[config.mk]
export PLATFORM = sky130hd
export DESIGN_NAME = instr_encoder_flat
export DESIGN_NICKNAME = d
export VERILOG_FILES = /design/src/rtl/enc_pkg.sv /design/src/rtl/instr_encoder_if.sv /design/src/rtl/enc_fifo.sv /design/src/rtl/instr_encoder.sv /design/src/flat_wrapper.sv
export SDC_FILE = /design/constraint.sdc
export NUM_CORES = 1
export LEC_CHECK = 0
export ABC_AREA = 1
export CORE_MARGIN = 5
export CORE_UTILIZATION = 58
export DETAILED_ROUTE_END_ITERATION = 16
export DONT_BUFFER_PORTS = 1
export HOLD_SLACK_MARGIN = 0.08
export PLACE_DENSITY = 0.74
export SYNTH_ARGS = -nofsm -noshare
export SYNTH_HDL_FRONTEND = slang
export SYNTH_SLANG_ARGS = --single-unit
[constraint.sdc]
create_clock -name clk -period 4.2 [get_ports clk]
set_input_delay 0.42 -clock clk [delete_from_list [all_inputs] [get_ports clk]]
set_output_delay 0.42 -clock clk [all_outputs]
set_load 0.05 [all_outputs]
[src/rtl/enc_pkg.sv]
`default_nettype none
// ============================================================================
// Module      : enc_pkg
// Description : Shared types and constants for the instruction encoder:
//               operation enum, MIPS opcode/funct codes, FSM state type and
//               the halt-word constant.
// Revision    : 1.0 - initial release
// ============================================================================
package enc_pkg;

  // Operation codes accepted on req_op; 27..31 are illegal
  typedef enum logic [4:0] {
    OP_ADD   = 5'd0,  OP_ADDU = 5'd1,  OP_SUB  = 5'd2,  OP_SUBU = 5'd3,
    OP_AND   = 5'd4,  OP_OR   = 5'd5,  OP_XOR  = 5'd6,  OP_NOR  = 5'd7,
    OP_SLT   = 5'd8,  OP_SLL  = 5'd9,  OP_SRL  = 5'd10, OP_SRA  = 5'd11,
    OP_SLLV  = 5'd12, OP_SRLV = 5'd13, OP_SRAV = 5'd14, OP_JR   = 5'd15,
    OP_LW    = 5'd16, OP_SW   = 5'd17, OP_ADDI = 5'd18, OP_ADDIU = 5'd19,
    OP_ANDI  = 5'd20, OP_ORI  = 5'd21, OP_XORI = 5'd22, OP_BEQ  = 5'd23,
    OP_BNE   = 5'd24, OP_J    = 5'd25, OP_JAL  = 5'd26
  } enc_op_t;

  typedef enum logic [1:0] {
    ST_RUN  = 2'd0,
    ST_HALT = 2'd1,
    ST_DONE = 2'd2
  } enc_state_t;

  // R-type funct field values
  localparam logic [5:0] c_FUNCT_ADD  = 6'h20;
  localparam logic [5:0] c_FUNCT_ADDU = 6'h21;
  localparam logic [5:0] c_FUNCT_SUB  = 6'h22;
  localparam logic [5:0] c_FUNCT_SUBU = 6'h23;
  localparam logic [5:0] c_FUNCT_AND  = 6'h24;
  localparam logic [5:0] c_FUNCT_OR   = 6'h25;
  localparam logic [5:0] c_FUNCT_XOR  = 6'h26;
  localparam logic [5:0] c_FUNCT_NOR  = 6'h27;
  localparam logic [5:0] c_FUNCT_SLT  = 6'h2A;
  localparam logic [5:0] c_FUNCT_SLL  = 6'h00;
  localparam logic [5:0] c_FUNCT_SRL  = 6'h02;
  localparam logic [5:0] c_FUNCT_SRA  = 6'h03;
  localparam logic [5:0] c_FUNCT_SLLV = 6'h04;
  localparam logic [5:0] c_FUNCT_SRLV = 6'h06;
  localparam logic [5:0] c_FUNCT_SRAV = 6'h07;
  localparam logic [5:0] c_FUNCT_JR   = 6'h08;

  // I-type and J-type primary opcodes
  localparam logic [5:0] c_OPC_LW    = 6'h23;
  localparam logic [5:0] c_OPC_SW    = 6'h2B;
  localparam logic [5:0] c_OPC_ADDI  = 6'h08;
  localparam logic [5:0] c_OPC_ADDIU = 6'h09;
  localparam logic [5:0] c_OPC_ANDI  = 6'h0C;
  localparam logic [5:0] c_OPC_ORI   = 6'h0D;
  localparam logic [5:0] c_OPC_XORI  = 6'h0E;
  localparam logic [5:0] c_OPC_BEQ   = 6'h04;
  localparam logic [5:0] c_OPC_BNE   = 6'h05;
  localparam logic [5:0] c_OPC_J     = 6'h02;
  localparam logic [5:0] c_OPC_JAL   = 6'h03;

  // Terminator appended to the stream when the halt word is enabled
  localparam logic [31:0] c_HALT_WORD = 32'hFFFF_FFFF;

endpackage
`default_nettype wire

[src/rtl/instr_encoder_if.sv]
`default_nettype none
// ============================================================================
// Module      : instr_encoder_if
// Description : Request, control and word-stream signals of the instruction
//               encoder. master = request source / word sink, slave = encoder.
// Revision    : 1.0 - initial release
// ============================================================================
interface instr_encoder_if;
  logic        req_valid;
  logic        req_ready;
  logic [4:0]  req_op;
  logic [4:0]  req_rs;
  logic [4:0]  req_rt;
  logic [4:0]  req_rd;
  logic [4:0]  req_shamt;
  logic [15:0] req_imm;
  logic [25:0] req_target;
  logic        prog_end;
  logic        restart;
  logic        out_valid;
  logic        out_ready;
  logic [31:0] out_word;
  logic [31:0] out_addr;
  logic [15:0] word_count;
  logic        illegal_op;
  logic        done;

  modport master (
    output req_valid, req_op, req_rs, req_rt, req_rd, req_shamt, req_imm,
           req_target, prog_end, restart, out_ready,
    input  req_ready, out_valid, out_word, out_addr, word_count, illegal_op,
           done
  );

  modport slave (
    input  req_valid, req_op, req_rs, req_rt, req_rd, req_shamt, req_imm,
           req_target, prog_end, restart, out_ready,
    output req_ready, out_valid, out_word, out_addr, word_count, illegal_op,
           done
  );
endinterface
`default_nettype wire

[src/rtl/enc_fifo.sv]
`default_nettype none
// ============================================================================
// Module      : enc_fifo
// Description : Show-ahead synchronous FIFO with flush; head entry is visible
//               on popData whenever empty is low. Push while full is ignored.
// Revision    : 1.0 - initial release
// ============================================================================
module enc_fifo #(
  parameter int DEPTH = 4,
  parameter int WIDTH = 32
) (
  input  logic             clk,
  input  logic             rst_n,
  input  logic             flush,
  input  logic             push,
  input  logic [WIDTH-1:0] pushData,
  input  logic             pop,
  output logic [WIDTH-1:0] popData,
  output logic             full,
  output logic             empty
);
  localparam int          AW           = $clog2(DEPTH);
  localparam logic [AW:0] c_FULL_COUNT = (AW+1)'(DEPTH);

  logic [WIDTH-1:0] r_mem [DEPTH];
  logic [AW-1:0]    r_wrPtr;
  logic [AW-1:0]    r_rdPtr;
  logic [AW:0]      r_count;
  logic             w_doPush;
  logic             w_doPop;

  assign w_doPush = push && !full;
  assign w_doPop  = pop && !empty;
  assign full     = (r_count == c_FULL_COUNT);
  assign empty    = (r_count == '0);
  assign popData  = r_mem[r_rdPtr];

  // Storage array; contents need no reset since empty masks them
  always_ff @(posedge clk) begin
    if (w_doPush) r_mem[r_wrPtr] <= pushData;
  end

  // Pointer and occupancy bookkeeping; flush drops every entry
  always_ff @(posedge clk or negedge rst_n) begin
    if (!rst_n) begin
      r_wrPtr <= '0;
      r_rdPtr <= '0;
      r_count <= '0;
    end else if (flush) begin
      r_wrPtr <= '0;
      r_rdPtr <= '0;
      r_count <= '0;
    end else begin
      if (w_doPush) r_wrPtr <= r_wrPtr + 1'b1;
      if (w_doPop)  r_rdPtr <= r_rdPtr + 1'b1;
      case ({w_doPush, w_doPop})
        2'b10:   r_count <= r_count + 1'b1;
        2'b01:   r_count <= r_count - 1'b1;
        default: r_count <= r_count;
      endcase
    end
  end
endmodule
`default_nettype wire

[src/rtl/instr_encoder.sv]
`default_nettype none
// ============================================================================
// Module      : instr_encoder
// Description : Encodes MIPS-style requests into 32-bit words, buffers them
//               in enc_fifo and streams them with incrementing byte addresses.
//               Optional macro INSTR_ENC_HALT_WORD_EN appends 32'hFFFF_FFFF
//               as the final word when the program ends.
// Revision    : 1.0 - initial release
// ============================================================================
module instr_encoder
  import enc_pkg::*;
#(
  parameter int          FIFO_DEPTH = 4,
  parameter logic [31:0] BASE_ADDR  = 32'h0000_0000
) (
  input logic            clk,
  input logic            rst_n,
  instr_encoder_if.slave bus
);
  enc_state_t  r_state;
  logic        r_done;
  logic        r_illegal;
  logic [31:0] r_addr;
  logic [15:0] r_wordCount;
`ifdef INSTR_ENC_HALT_WORD_EN
  logic        r_haltPending;
`endif

  logic [31:0] w_encWord;
  logic        w_legal;
  logic        w_accept;
  logic        w_haltPush;
  logic        w_push;
  logic        w_pop;
  logic [31:0] w_pushData;
  logic [31:0] w_headWord;
  logic        w_full;
  logic        w_empty;

  function automatic logic [31:0] rType(input logic [4:0] rs, input logic [4:0] rt,
                                        input logic [4:0] rd, input logic [4:0] sh,
                                        input logic [5:0] funct);
    return {6'h00, rs, rt, rd, sh, funct};
  endfunction

  function automatic logic [31:0] iType(input logic [5:0] opc, input logic [4:0] rs,
                                        input logic [4:0] rt, input logic [15:0] imm);
    return {opc, rs, rt, imm};
  endfunction

  // Translate the request fields into one instruction word
  always_comb begin
    w_encWord = '0;
    w_legal   = 1'b1;
    case (enc_op_t'(bus.req_op))
      OP_ADD:   w_encWord = rType(bus.req_rs, bus.req_rt, bus.req_rd, 5'd0, c_FUNCT_ADD);
      OP_ADDU:  w_encWord = rType(bus.req_rs, bus.req_rt, bus.req_rd, 5'd0, c_FUNCT_ADDU);
      OP_SUB:   w_encWord = rType(bus.req_rs, bus.req_rt, bus.req_rd, 5'd0, c_FUNCT_SUB);
      OP_SUBU:  w_encWord = rType(bus.req_rs, bus.req_rt, bus.req_rd, 5'd0, c_FUNCT_SUBU);
      OP_AND:   w_encWord = rType(bus.req_rs, bus.req_rt, bus.req_rd, 5'd0, c_FUNCT_AND);
      OP_OR:    w_encWord = rType(bus.req_rs, bus.req_rt, bus.req_rd, 5'd0, c_FUNCT_OR);
      OP_XOR:   w_encWord = rType(bus.req_rs, bus.req_rt, bus.req_rd, 5'd0, c_FUNCT_XOR);
      OP_NOR:   w_encWord = rType(bus.req_rs, bus.req_rt, bus.req_rd, 5'd0, c_FUNCT_NOR);
      OP_SLT:   w_encWord = rType(bus.req_rs, bus.req_rt, bus.req_rd, 5'd0, c_FUNCT_SLT);
      OP_SLL:   w_encWord = rType(5'd0, bus.req_rt, bus.req_rd, bus.req_shamt, c_FUNCT_SLL);
      OP_SRL:   w_encWord = rType(5'd0, bus.req_rt, bus.req_rd, bus.req_shamt, c_FUNCT_SRL);
      OP_SRA:   w_encWord = rType(5'd0, bus.req_rt, bus.req_rd, bus.req_shamt, c_FUNCT_SRA);
      OP_SLLV:  w_encWord = rType(bus.req_rs, bus.req_rt, bus.req_rd, 5'd0, c_FUNCT_SLLV);
      OP_SRLV:  w_encWord = rType(bus.req_rs, bus.req_rt, bus.req_rd, 5'd0, c_FUNCT_SRLV);
      OP_SRAV:  w_encWord = rType(bus.req_rs, bus.req_rt, bus.req_rd, 5'd0, c_FUNCT_SRAV);
      OP_JR:    w_encWord = {6'h00, bus.req_rs, 15'h0000, c_FUNCT_JR};
      OP_LW:    w_encWord = iType(c_OPC_LW,    bus.req_rs, bus.req_rt, bus.req_imm);
      OP_SW:    w_encWord = iType(c_OPC_SW,    bus.req_rs, bus.req_rt, bus.req_imm);
      OP_ADDI:  w_encWord = iType(c_OPC_ADDI,  bus.req_rs, bus.req_rt, bus.req_imm);
      OP_ADDIU: w_encWord = iType(c_OPC_ADDIU, bus.req_rs, bus.req_rt, bus.req_imm);
      OP_ANDI:  w_encWord = iType(c_OPC_ANDI,  bus.req_rs, bus.req_rt, bus.req_imm);
      OP_ORI:   w_encWord = iType(c_OPC_ORI,   bus.req_rs, bus.req_rt, bus.req_imm);
      OP_XORI:  w_encWord = iType(c_OPC_XORI,  bus.req_rs, bus.req_rt, bus.req_imm);
      OP_BEQ:   w_encWord = iType(c_OPC_BEQ,   bus.req_rs, bus.req_rt, bus.req_imm);
      OP_BNE:   w_encWord = iType(c_OPC_BNE,   bus.req_rs, bus.req_rt, bus.req_imm);
      OP_J:     w_encWord = {c_OPC_J,   bus.req_target};
      OP_JAL:   w_encWord = {c_OPC_JAL, bus.req_target};
      default:  w_legal   = 1'b0;
    endcase
  end

  // Requests are taken only while running with room; the full check keeps a
  // push from ever coinciding with a pop on a full buffer.
  assign bus.req_ready = (r_state == ST_RUN) && !w_full;
  assign w_accept      = bus.req_valid && bus.req_ready;

`ifdef INSTR_ENC_HALT_WORD_EN
  assign w_haltPush = (r_state == ST_HALT) && r_haltPending && !w_full;
  assign w_pushData = w_haltPush ? c_HALT_WORD : w_encWord;
`else
  assign w_haltPush = 1'b0;
  assign w_pushData = w_encWord;
`endif

  // Restart flushes the buffer, so nothing moves through it on that cycle
  assign w_push = !bus.restart && ((w_accept && w_legal) || w_haltPush);
  assign w_pop  = !bus.restart && !w_empty && bus.out_ready;

  enc_fifo #(
    .DEPTH (FIFO_DEPTH),
    .WIDTH (32)
  ) u_fifo (
    .clk      (clk),
    .rst_n    (rst_n),
    .flush    (bus.restart),
    .push     (w_push),
    .pushData (w_pushData),
    .pop      (w_pop),
    .popData  (w_headWord),
    .full     (w_full),
    .empty    (w_empty)
  );

  // Head word is held by the FIFO until popped, so it stays stable under stall
  assign bus.out_valid  = !w_empty;
  assign bus.out_word   = w_empty ? 32'h0000_0000 : w_headWord;
  assign bus.out_addr   = r_addr;
  assign bus.word_count = r_wordCount;
  assign bus.illegal_op = r_illegal;
  assign bus.done       = r_done;

  // Control FSM with address, word counter and sticky illegal flag
  always_ff @(posedge clk or negedge rst_n) begin
    if (!rst_n) begin
      r_state       <= ST_RUN;
      r_done        <= 1'b0;
      r_illegal     <= 1'b0;
      r_addr        <= BASE_ADDR;
      r_wordCount   <= 16'h0000;
`ifdef INSTR_ENC_HALT_WORD_EN
      r_haltPending <= 1'b0;
`endif
    end else if (bus.restart) begin
      r_state       <= ST_RUN;
      r_done        <= 1'b0;
      r_illegal     <= 1'b0;
      r_addr        <= BASE_ADDR;
      r_wordCount   <= 16'h0000;
`ifdef INSTR_ENC_HALT_WORD_EN
      r_haltPending <= 1'b0;
`endif
    end else begin
      if (w_accept && !w_legal) r_illegal <= 1'b1;
      if (w_pop) begin
        r_addr <= r_addr + 32'd4;
        if (r_wordCount != 16'hFFFF) r_wordCount <= r_wordCount + 16'd1;
      end
      case (r_state)
        ST_RUN: begin
          // A request accepted alongside prog_end is already being enqueued
          if (bus.prog_end) begin
            r_state       <= ST_HALT;
`ifdef INSTR_ENC_HALT_WORD_EN
            r_haltPending <= 1'b1;
`endif
          end
        end
        ST_HALT: begin
`ifdef INSTR_ENC_HALT_WORD_EN
          if (r_haltPending) begin
            if (!w_full) r_haltPending <= 1'b0;
          end else if (w_empty) begin
            r_state <= ST_DONE;
            r_done  <= 1'b1;
          end
`else
          if (w_empty) begin
            r_state <= ST_DONE;
            r_done  <= 1'b1;
          end
`endif
        end
        ST_DONE: begin
          r_state <= ST_DONE;
        end
        default: begin
          r_state <= ST_RUN;
          r_done  <= 1'b0;
        end
      endcase
    end
  end
endmodule
`default_nettype wire
[src/flat_wrapper.sv]
// flat-port wrapper written by rule: the top's interface ports become plain ports
module instr_encoder_flat import enc_pkg::*;
#(
  parameter int          FIFO_DEPTH = 4,
  parameter logic [31:0] BASE_ADDR  = 32'h0000_0000
)
  (clk, rst_n, bus_req_valid, bus_req_op, bus_req_rs, bus_req_rt, bus_req_rd, bus_req_shamt, bus_req_imm, bus_req_target, bus_prog_end, bus_restart, bus_out_ready, bus_req_ready, bus_out_valid, bus_out_word, bus_out_addr, bus_word_count, bus_illegal_op, bus_done);
  instr_encoder_if bus_i ();
  input logic clk;
  input logic rst_n;
  input wire logic [$bits(bus_i.req_valid)-1:0] bus_req_valid;
  input wire logic [$bits(bus_i.req_op)-1:0] bus_req_op;
  input wire logic [$bits(bus_i.req_rs)-1:0] bus_req_rs;
  input wire logic [$bits(bus_i.req_rt)-1:0] bus_req_rt;
  input wire logic [$bits(bus_i.req_rd)-1:0] bus_req_rd;
  input wire logic [$bits(bus_i.req_shamt)-1:0] bus_req_shamt;
  input wire logic [$bits(bus_i.req_imm)-1:0] bus_req_imm;
  input wire logic [$bits(bus_i.req_target)-1:0] bus_req_target;
  input wire logic [$bits(bus_i.prog_end)-1:0] bus_prog_end;
  input wire logic [$bits(bus_i.restart)-1:0] bus_restart;
  input wire logic [$bits(bus_i.out_ready)-1:0] bus_out_ready;
  output wire logic [$bits(bus_i.req_ready)-1:0] bus_req_ready;
  output wire logic [$bits(bus_i.out_valid)-1:0] bus_out_valid;
  output wire logic [$bits(bus_i.out_word)-1:0] bus_out_word;
  output wire logic [$bits(bus_i.out_addr)-1:0] bus_out_addr;
  output wire logic [$bits(bus_i.word_count)-1:0] bus_word_count;
  output wire logic [$bits(bus_i.illegal_op)-1:0] bus_illegal_op;
  output wire logic [$bits(bus_i.done)-1:0] bus_done;
  assign bus_i.req_valid = bus_req_valid;
  assign bus_i.req_op = bus_req_op;
  assign bus_i.req_rs = bus_req_rs;
  assign bus_i.req_rt = bus_req_rt;
  assign bus_i.req_rd = bus_req_rd;
  assign bus_i.req_shamt = bus_req_shamt;
  assign bus_i.req_imm = bus_req_imm;
  assign bus_i.req_target = bus_req_target;
  assign bus_i.prog_end = bus_prog_end;
  assign bus_i.restart = bus_restart;
  assign bus_i.out_ready = bus_out_ready;
  assign bus_req_ready = bus_i.req_ready;
  assign bus_out_valid = bus_i.out_valid;
  assign bus_out_word = bus_i.out_word;
  assign bus_out_addr = bus_i.out_addr;
  assign bus_word_count = bus_i.word_count;
  assign bus_illegal_op = bus_i.illegal_op;
  assign bus_done = bus_i.done;
  instr_encoder #(.FIFO_DEPTH(FIFO_DEPTH), .BASE_ADDR(BASE_ADDR)) u_core (.clk(clk), .rst_n(rst_n), .bus(bus_i));
endmodule
==> results.sh, run 1 <==
export IMPL_cts_max_level=4
export IMPL_end_kind="primary output"
export IMPL_cts_buffers=17
export IMPL_hold_viol_final=0
export IMPL_crit_arrival_ns=2.85
export IMPL_cts_sink_count=181
export IMPL_wl_per_cell_um=18.03
export IMPL_seq_area_frac_synth_pct=57.37
export IMPL_power_leakage_nw=3.789
export IMPL_antenna_found_initial=0
export IMPL_setup_violations=0
export IMPL_p_comb_share_pct=16.9
export IMPL_synth_top_area_cell="edfxtp_1"
export IMPL_grt_max_degree=58
export IMPL_crit_required_ns=3.78
export IMPL_p_sw_share_pct=32.21
export IMPL_postCtsSetupBuffers=0
export IMPL_yosys_warnings=0
export IMPL_ioPinCount=157
export IMPL_first_iter_violations=728
export IMPL_min_path_type="input pin to register"
export IMPL_insertion_delay_ns=0.43
export IMPL_slew_violations=0
export IMPL_synth_avg_cell_area_um2=9.179
export IMPL_vias=6905
export IMPL_grt_usage_pct=23.85
export IMPL_yosysUniqueCellTypes=54
export IMPL_clk_pin_slew_ns=0.07
export IMPL_firstDrtPassIters=5
export IMPL_grt_overflow=0
export IMPL_p_switching_mw=1.396
export IMPL_die_x_um=134.4
export IMPL_rsz0062_at_grt="no"
export IMPL_syn_inst=978
export IMPL_clock_path_buffers=2
export IMPL_period_minus_slack_ns=3.272
export IMPL_synth_top_area_share_pct=41.48
export IMPL_max_slew_worst_pin_slew_ns=1.221
export IMPL_nNetsFinal=1060
export IMPL_start_util_pct=59.05
export IMPL_synth_seq_cells=181
export IMPL_fp_coreArea_um2=15200
export IMPL_place_area_um2=9164
export IMPL_detail_route_antenna_nets=0
export IMPL_peakVddDrop_mv=0.2891
export IMPL_start_kind="register"
export IMPL_diodes=0
export IMPL_finalInstanceArea_um2=9758
export IMPL_cts_root_buf="clkbuf_16"
export IMPL_setup_tns_final_ns=0
export IMPL_p_per_area_nw_per_um2=444.1
export IMPL_period_share_pct=77.91
export IMPL_fmax_mhz=305.6
export IMPL_cts_tree="built"
export IMPL_grt_pass1_vias=6466
export IMPL_dieArea_um2=18070
export IMPL_wirelength_mm=21.22
export IMPL_grt_pass1_wl_mm=34.01
export IMPL_fin_skew_ns=0.009331
export IMPL_path_class="register to primary output"
export IMPL_p_clk_share_pct=34.3
export IMPL_status="finished clean"
export IMPL_drc=0
export IMPL_fp_dieH_um=134.4
export IMPL_synth_area_leaders="edfxtp_1 (41%), dfrtp_1 (16%), nor2_1 (7.5%)"
export IMPL_timing_hold_ws_ns=0.1352
export IMPL_crit_fanout=49
export IMPL_seqPwrFrac_pct=48.9
export IMPL_gp_congestion=0.9316
export IMPL_intPower_mw=2.938
export IMPL_netlist_area_um2=8977
export IMPL_slew_headroom_pct=18.84
export IMPL_port_buffers=0
export IMPL_syn2layout_area_growth_pct=8.697
export IMPL_drive_above_1_share_pct=8.291
export IMPL_num_fill_cells=1247
export IMPL_maxCapViolations=0
export IMPL_viasPerCell=5.867
export IMPL_rows=45
export IMPL_dp_hpwl_mm=13.85
stage by stage:
step | power [mW] | cells | setup slack (ns) | utilization (%)
after floorplan | 2.709 | 980 | 0.4334 | -
after global placement | 2.851 | 1142 | 1.418 | 60.28
after detailed placement | 2.871 | 1142 | 1.388 | 60.28
after CTS | 4.356 | 1177 | 0.9118 | 64.19
after global routing | 4.506 | 1177 | 0.7686 | 64.19
final | 4.334 | 1177 | 0.9279 | 64.19
worst max-delay path, cell delays in order, from the launching register on:
cell and delay [ns]:
dfrtp_2 0.95, buf_4 0.36, nor2_1 0.08, nor2_1 0.09, o21ai_0 0.11, a21oi_1 0.81
per-layer routing:
layer	routed length, um	up-vias	GRT usage [%]
met5	0	-	0
met4	334	0	7.014
met3	1745	27	6.902
met2	9908	238	37.09
met1	9230	3300	32.90
li1	-	3340	-
Yosys cell counts, drive strengths merged:
library cell,instances
nand4,20
clkinv,3
o221ai,1
o21ai,103
nand3,57
ha,10
a31oi,4
buf,20
a31o,3
o21bai,1
mux2i,2
o211ai,1
nor2,187
a211oi,1
edfxtp,124
fa,1
o32ai,1
and3,1
o31ai,4
nand3b,1
a22oi,6
a21oi,53
nor3,25
a22o,7
dfrtp,57
o21a,4
conb,1
xnor2,3
xor2,2
a21o,3
a2bb2oi,1
inv,78
o22ai,5
nand2,164
clkbuf,22
or2,2
layout make-up:
cell class | count | area (um^2) | area share [%]
clock buffers | 18 | 429.2 | 4.398
clock inverters | 14 | 117.6 | 1.205
inverters | 81 | 304.0 | 3.116
multi-input cells | 676 | 3353 | 34.36
flip-flops and latches | 181 | 5151 | 52.79
well taps | 188 | 235.2 | 2.411
repair buffers | 19 | 167.7 | 1.718
what timing repair did:
item / in CTS / in global routing
hold buffers: 3 / 0
gates resized for setup: 0 / 0
endpoints found under the hold margin: 59 / 0
placed cells by master (no fill, tap or decap), types with 3 or more instances in the layout:
master and instances:
o21a_1 4, nor3_1 22, nor2_1 176, clkbuf_16 17, o22ai_1 5, nand4_1 20, a21oi_1 51, buf_4 16
inv_2 5, ha_1 10, clkinv_1 5, inv_8 3, o21ai_0 90, dfrtp_1 56, a22o_1 7, nand2_1 157
a31oi_1 3, a22oi_1 6, nand3_1 55, o31ai_1 4, o21ai_1 13, xnor2_1 3, nor2_2 7, conb_1 3
nor2_4 4, nand2_2 5, a21o_1 3, inv_1 73, inv_6 4, edfxtp_1 124
state kept, by name, summed over array words and instances, names as in the netlist, 2 cells and up:
signal                 flops
u_core.bus.out_addr       30
u_core.u_fifo.r_wrPtr      2
u_core.u_fifo.r_mem      124
u_core.u_fifo.r_count      3
u_core.r_state             2
u_core.bus.word_count     16
u_core.u_fifo.r_rdPtr      2
power groups by stage:
stage | registers [mW] | logic [mW] | clock network (mW)
global route | 2.13 | 0.801 | 1.58
floorplan | 2.12 | 0.584 | 0
detailed placement | 2.16 | 0.714 | 0
CTS | 2.12 | 0.734 | 1.50
global placement | 2.15 | 0.698 | 0
finish | 2.12 | 0.730 | 1.49
logic make-up after synthesis:
group           after synthesis  share of synthesized area (%)
other cells                   1                        0.04177
xor+xnor                      5                         0.4879
simple gates                457                          22.08
buf+inv                     123                          5.589
mux                           2                         0.2230
fa+ha+maj                    11                          1.617
compound gates              198                          12.60
flops                       181                          57.37
worst paths after layout:
check / depth (start not counted) / endpoint / startpoint / slack, ns
min in group asynchronous: 2 / u_core.bus.word_count[0] / rst_n / 0.53
worst min register to register: 1 / u_core.u_fifo.r_wrPtr[0] / u_core.u_fifo.r_wrPtr[0] / 0.56
worst max register to register: 9 / u_core.u_fifo.r_mem[3][6] / u_core.r_state[1] / 1.44
worst max-delay path: 5 / bus_out_word[10] / u_core.u_fifo.r_rdPtr[0] / 0.93
max in group asynchronous: 2 / u_core.u_fifo.r_rdPtr[0] / rst_n / 3.40
worst min-delay path: 3 / u_core.u_fifo.r_count[2] / bus_restart / 0.14
No activity file was read; power rests on OpenSTA's default activity.
==> run 2, diff against run 1 <==
--- a/config.mk
+++ b/config.mk
@@ -11,7 +11,7 @@
 export DETAILED_ROUTE_END_ITERATION = 16
 export DONT_BUFFER_PORTS = 1
 export HOLD_SLACK_MARGIN = 0.08
-export PLACE_DENSITY = 0.74
+export PLACE_DENSITY = 0.76
 export SYNTH_ARGS = -nofsm -noshare
 export SYNTH_HDL_FRONTEND = slang
 export SYNTH_SLANG_ARGS = --single-unit
==> constraint.sdc (replaced) <==
create_clock -name clk -period 3 [get_ports clk]
set_input_delay 0.3 -clock clk [delete_from_list [all_inputs] [get_ports clk]]
set_output_delay 0.3 -clock clk [all_outputs]
set_load 0.05 [all_outputs]
==> run 2 against run 1 <==
Against the previous run:
- design area up 4.8%
- global-route usage up 0.40 points
- clock power up 51%
- flip-flop and latch count unchanged
- critical path depth up 1
- die area unchanged
- count of clock-buffer cells in the layout down 1
- clock skew down 0.00052 ns
- first-iteration DRC count down 6.0%
- non-clock buffer count up 49
- largest power group unchanged
- highest routed layer unchanged
==> results.sh, run 2 (synthesized netlist as in run 1, its figures left out) <==
export IMPL_status="finished clean"
export IMPL_fp_dieH_um=134.4
export IMPL_grt_pass1_wl_mm=34.39
export IMPL_setup_ws_ns=0.4598
export IMPL_p_per_area_nw_per_um2=621.4
export IMPL_intPower_mw=4.319
export IMPL_ioPinCount=157
export IMPL_wl_per_cell_um=17.53
export IMPL_clk_pin_slew_ns=0.07
export IMPL_dp_hpwl_mm=14.24
export IMPL_crit_arrival_ns=2.24
export IMPL_postLayoutCoreUtil_pct=67.30
export IMPL_crit_fanout=63
export IMPL_cts_root_buf="clkbuf_16"
export IMPL_worst_path_max_delay_cell="buf_4"
export IMPL_fin_skew_ns=0.008815
export IMPL_viasPerCell=5.775
export IMPL_cp_top_family="buffers and inverters"
export IMPL_p_switching_mw=2.038
export IMPL_port_buffers=0
export IMPL_path_cells="buf_4 -> nor2_1 -> nor2_1 -> o21ai_0 -> a21oi_1 -> buf_4"
export IMPL_grt_max_degree=64
export IMPL_peakVddDrop_mv=0.3738
export IMPL_setup_tns_final_ns=0
export IMPL_grt_usage_pct=24.25
export IMPL_slew_violations=0
export IMPL_start_kind="register"
export IMPL_clock_path_buffers=2
export IMPL_num_fill_cells=1192
export IMPL_drc=0
export IMPL_end_kind="primary output"
export IMPL_first_iter_violations=684
export IMPL_syn2layout_area_growth_pct=13.97
export IMPL_drive_above_1_share_pct=13.10
export IMPL_period_share_pct=84.67
export IMPL_regMostFlops="u_core.u_fifo.r_mem"
export IMPL_detail_route_antenna_nets=0
export IMPL_maxCapViolations=0
export IMPL_grt_overflow=0
export IMPL_wirelength_mm=21.49
export IMPL_start_util_pct=59.05
export IMPL_slew_headroom_pct=41.01
export IMPL_dieArea_um2=18070
export IMPL_post_place_ws_ns=0.5754
export IMPL_cts_buffers=17
export IMPL_p_sw_share_pct=32.06
export IMPL_seqPwrFrac_pct=45.4
export IMPL_final_common_cell="nor2_1"
export IMPL_nNetsFinal=1109
export IMPL_path_class="register to primary output"
export IMPL_vias=7080
export IMPL_die_x_um=134.4
export IMPL_cts_sink_count=181
export IMPL_fmax_mhz=393.7
export IMPL_fp_coreArea_um2=15200
export IMPL_diodes=0
export IMPL_max_slew_worst_pin_slew_ns=0.8839
export IMPL_cts_max_level=4
export IMPL_rows=45
export IMPL_antenna_found_initial=0
export IMPL_insertion_delay_ns=0.43
export IMPL_cts_tree="built"
export IMPL_setup_violations=0
export IMPL_rsz0062_at_grt="no"
export IMPL_min_path_type="input pin to register"
export IMPL_p_clk_share_pct=35.4
export IMPL_final_cell_mix="nor2_1 (176), nand2_1 (157), edfxtp_1 (124)"
export IMPL_period_minus_slack_ns=2.540
export IMPL_hold_viol_final=0
export IMPL_power_leakage_nw=4.096
export IMPL_gp_congestion=0.9018
export IMPL_largest_reg_flops=124
export IMPL_crit_path_max_incr_delay_ns=0.57
export IMPL_crit_required_ns=2.70
export IMPL_firstDrtPassIters=6
export IMPL_grt_pass1_vias=6707
export IMPL_crit_buf_inv=2
export IMPL_p_comb_share_pct=19.2
[run 2: changes by cell type in the layout (fill, tap and decap cells not counted), moves of 2 or more]
cell / delta
buf_4: +47
clkinv_1: -3
buf_12: +2
clkinv_4: +2
clkinv_8: +2
inv_8: +2
nor2_2: -2
nor2_4: +2
[run 2: what timing repair did]
action / in CTS / in global routing
setup endpoints to repair: 0 / 4
gates resized for setup: 0 / 1
hold buffers: 3 / 0
setup buffers: 0 / 0
hold endpoints to repair: 70 / 0
[run 2: per-stage QoR]
step	cells	hold slack, ns	instance area (um^2)	power, mW
finish	1226	0.1122	10230	6.357
global route	1226	0.1162	10230	6.600
CTS	1226	0.1000	10230	6.385
detailed placement	1191	0.005744	9570	4.132
global placement	1191	0.005941	9570	4.101
floorplan	980	0.004409	8999	3.798
[run 2: worst paths after layout]
path	from	to	slack, ns	cells after the start
hold reg to reg	u_core.u_fifo.r_wrPtr[0]	u_core.u_fifo.r_wrPtr[0]	0.59	1
setup reg to reg	u_core.r_state[0]	u_core.u_fifo.r_count[2]	0.57	16
setup / recovery	u_core.u_fifo.r_rdPtr[0]	bus_out_word[27]	0.46	6
min in group asynchronous	rst_n	u_core.bus.word_count[2]	0.40	2
max in group asynchronous	rst_n	u_core.u_fifo.r_rdPtr[0]	2.32	2
hold / removal	bus_restart	u_core.u_fifo.r_wrPtr[1]	0.11	3
[run 2: worst register-to-register path, cell delays in order, from the launching register on]
cell,delay (ns)
dfrtp_1,0.39
inv_1,0.12
ha_1,0.18
inv_1,0.07
a21oi_2,0.12
nand2_1,0.11
nor2_4,0.18
nand2_8,0.12
nand2_4,0.11
inv_1,0.07
fa_1,0.39
xnor2_1,0.22
inv_1,0.06
nand2_1,0.06
nand2_1,0.04
nand2_1,0.06
nand2_1,0.04
[run 2: final cells by class]
| class | instances | area (um^2) | area share (%) |
|---|---|---|---|
| sequential | 181 | 5151 | 50.35 |
| timing repair buffer | 68 | 560.5 | 5.479 |
| tap | 188 | 235.2 | 2.299 |
| inverter | 81 | 307.8 | 3.008 |
| clock buffer | 17 | 425.4 | 4.158 |
| multi-input combinational | 676 | 3367 | 32.91 |
| clock inverter | 15 | 183.9 | 1.798 |
[run 2: layer usage]
layer	up-vias	GRT usage [%]	share of wire, %
met2	281	38.13	47
met4	0	7.805	1.7
li1	3438	-	-
met1	3329	33.94	44
met5	-	0	0
met3	32	5.401	7.5
[run 2: power by group through the flow]
| stage | registers [mW] | clock network (mW) | logic, mW |
|---|---|---|---|
| 2_1_floorplan | 2.97 | 0 | 0.825 |
| 3_3_place_gp | 2.93 | 0 | 1.17 |
| 3_5_place_dp | 2.94 | 0 | 1.19 |
| 4_1_cts | 2.88 | 2.28 | 1.22 |
| 5_1_grt | 2.89 | 2.37 | 1.33 |
| 6_report | 2.89 | 2.25 | 1.22 |
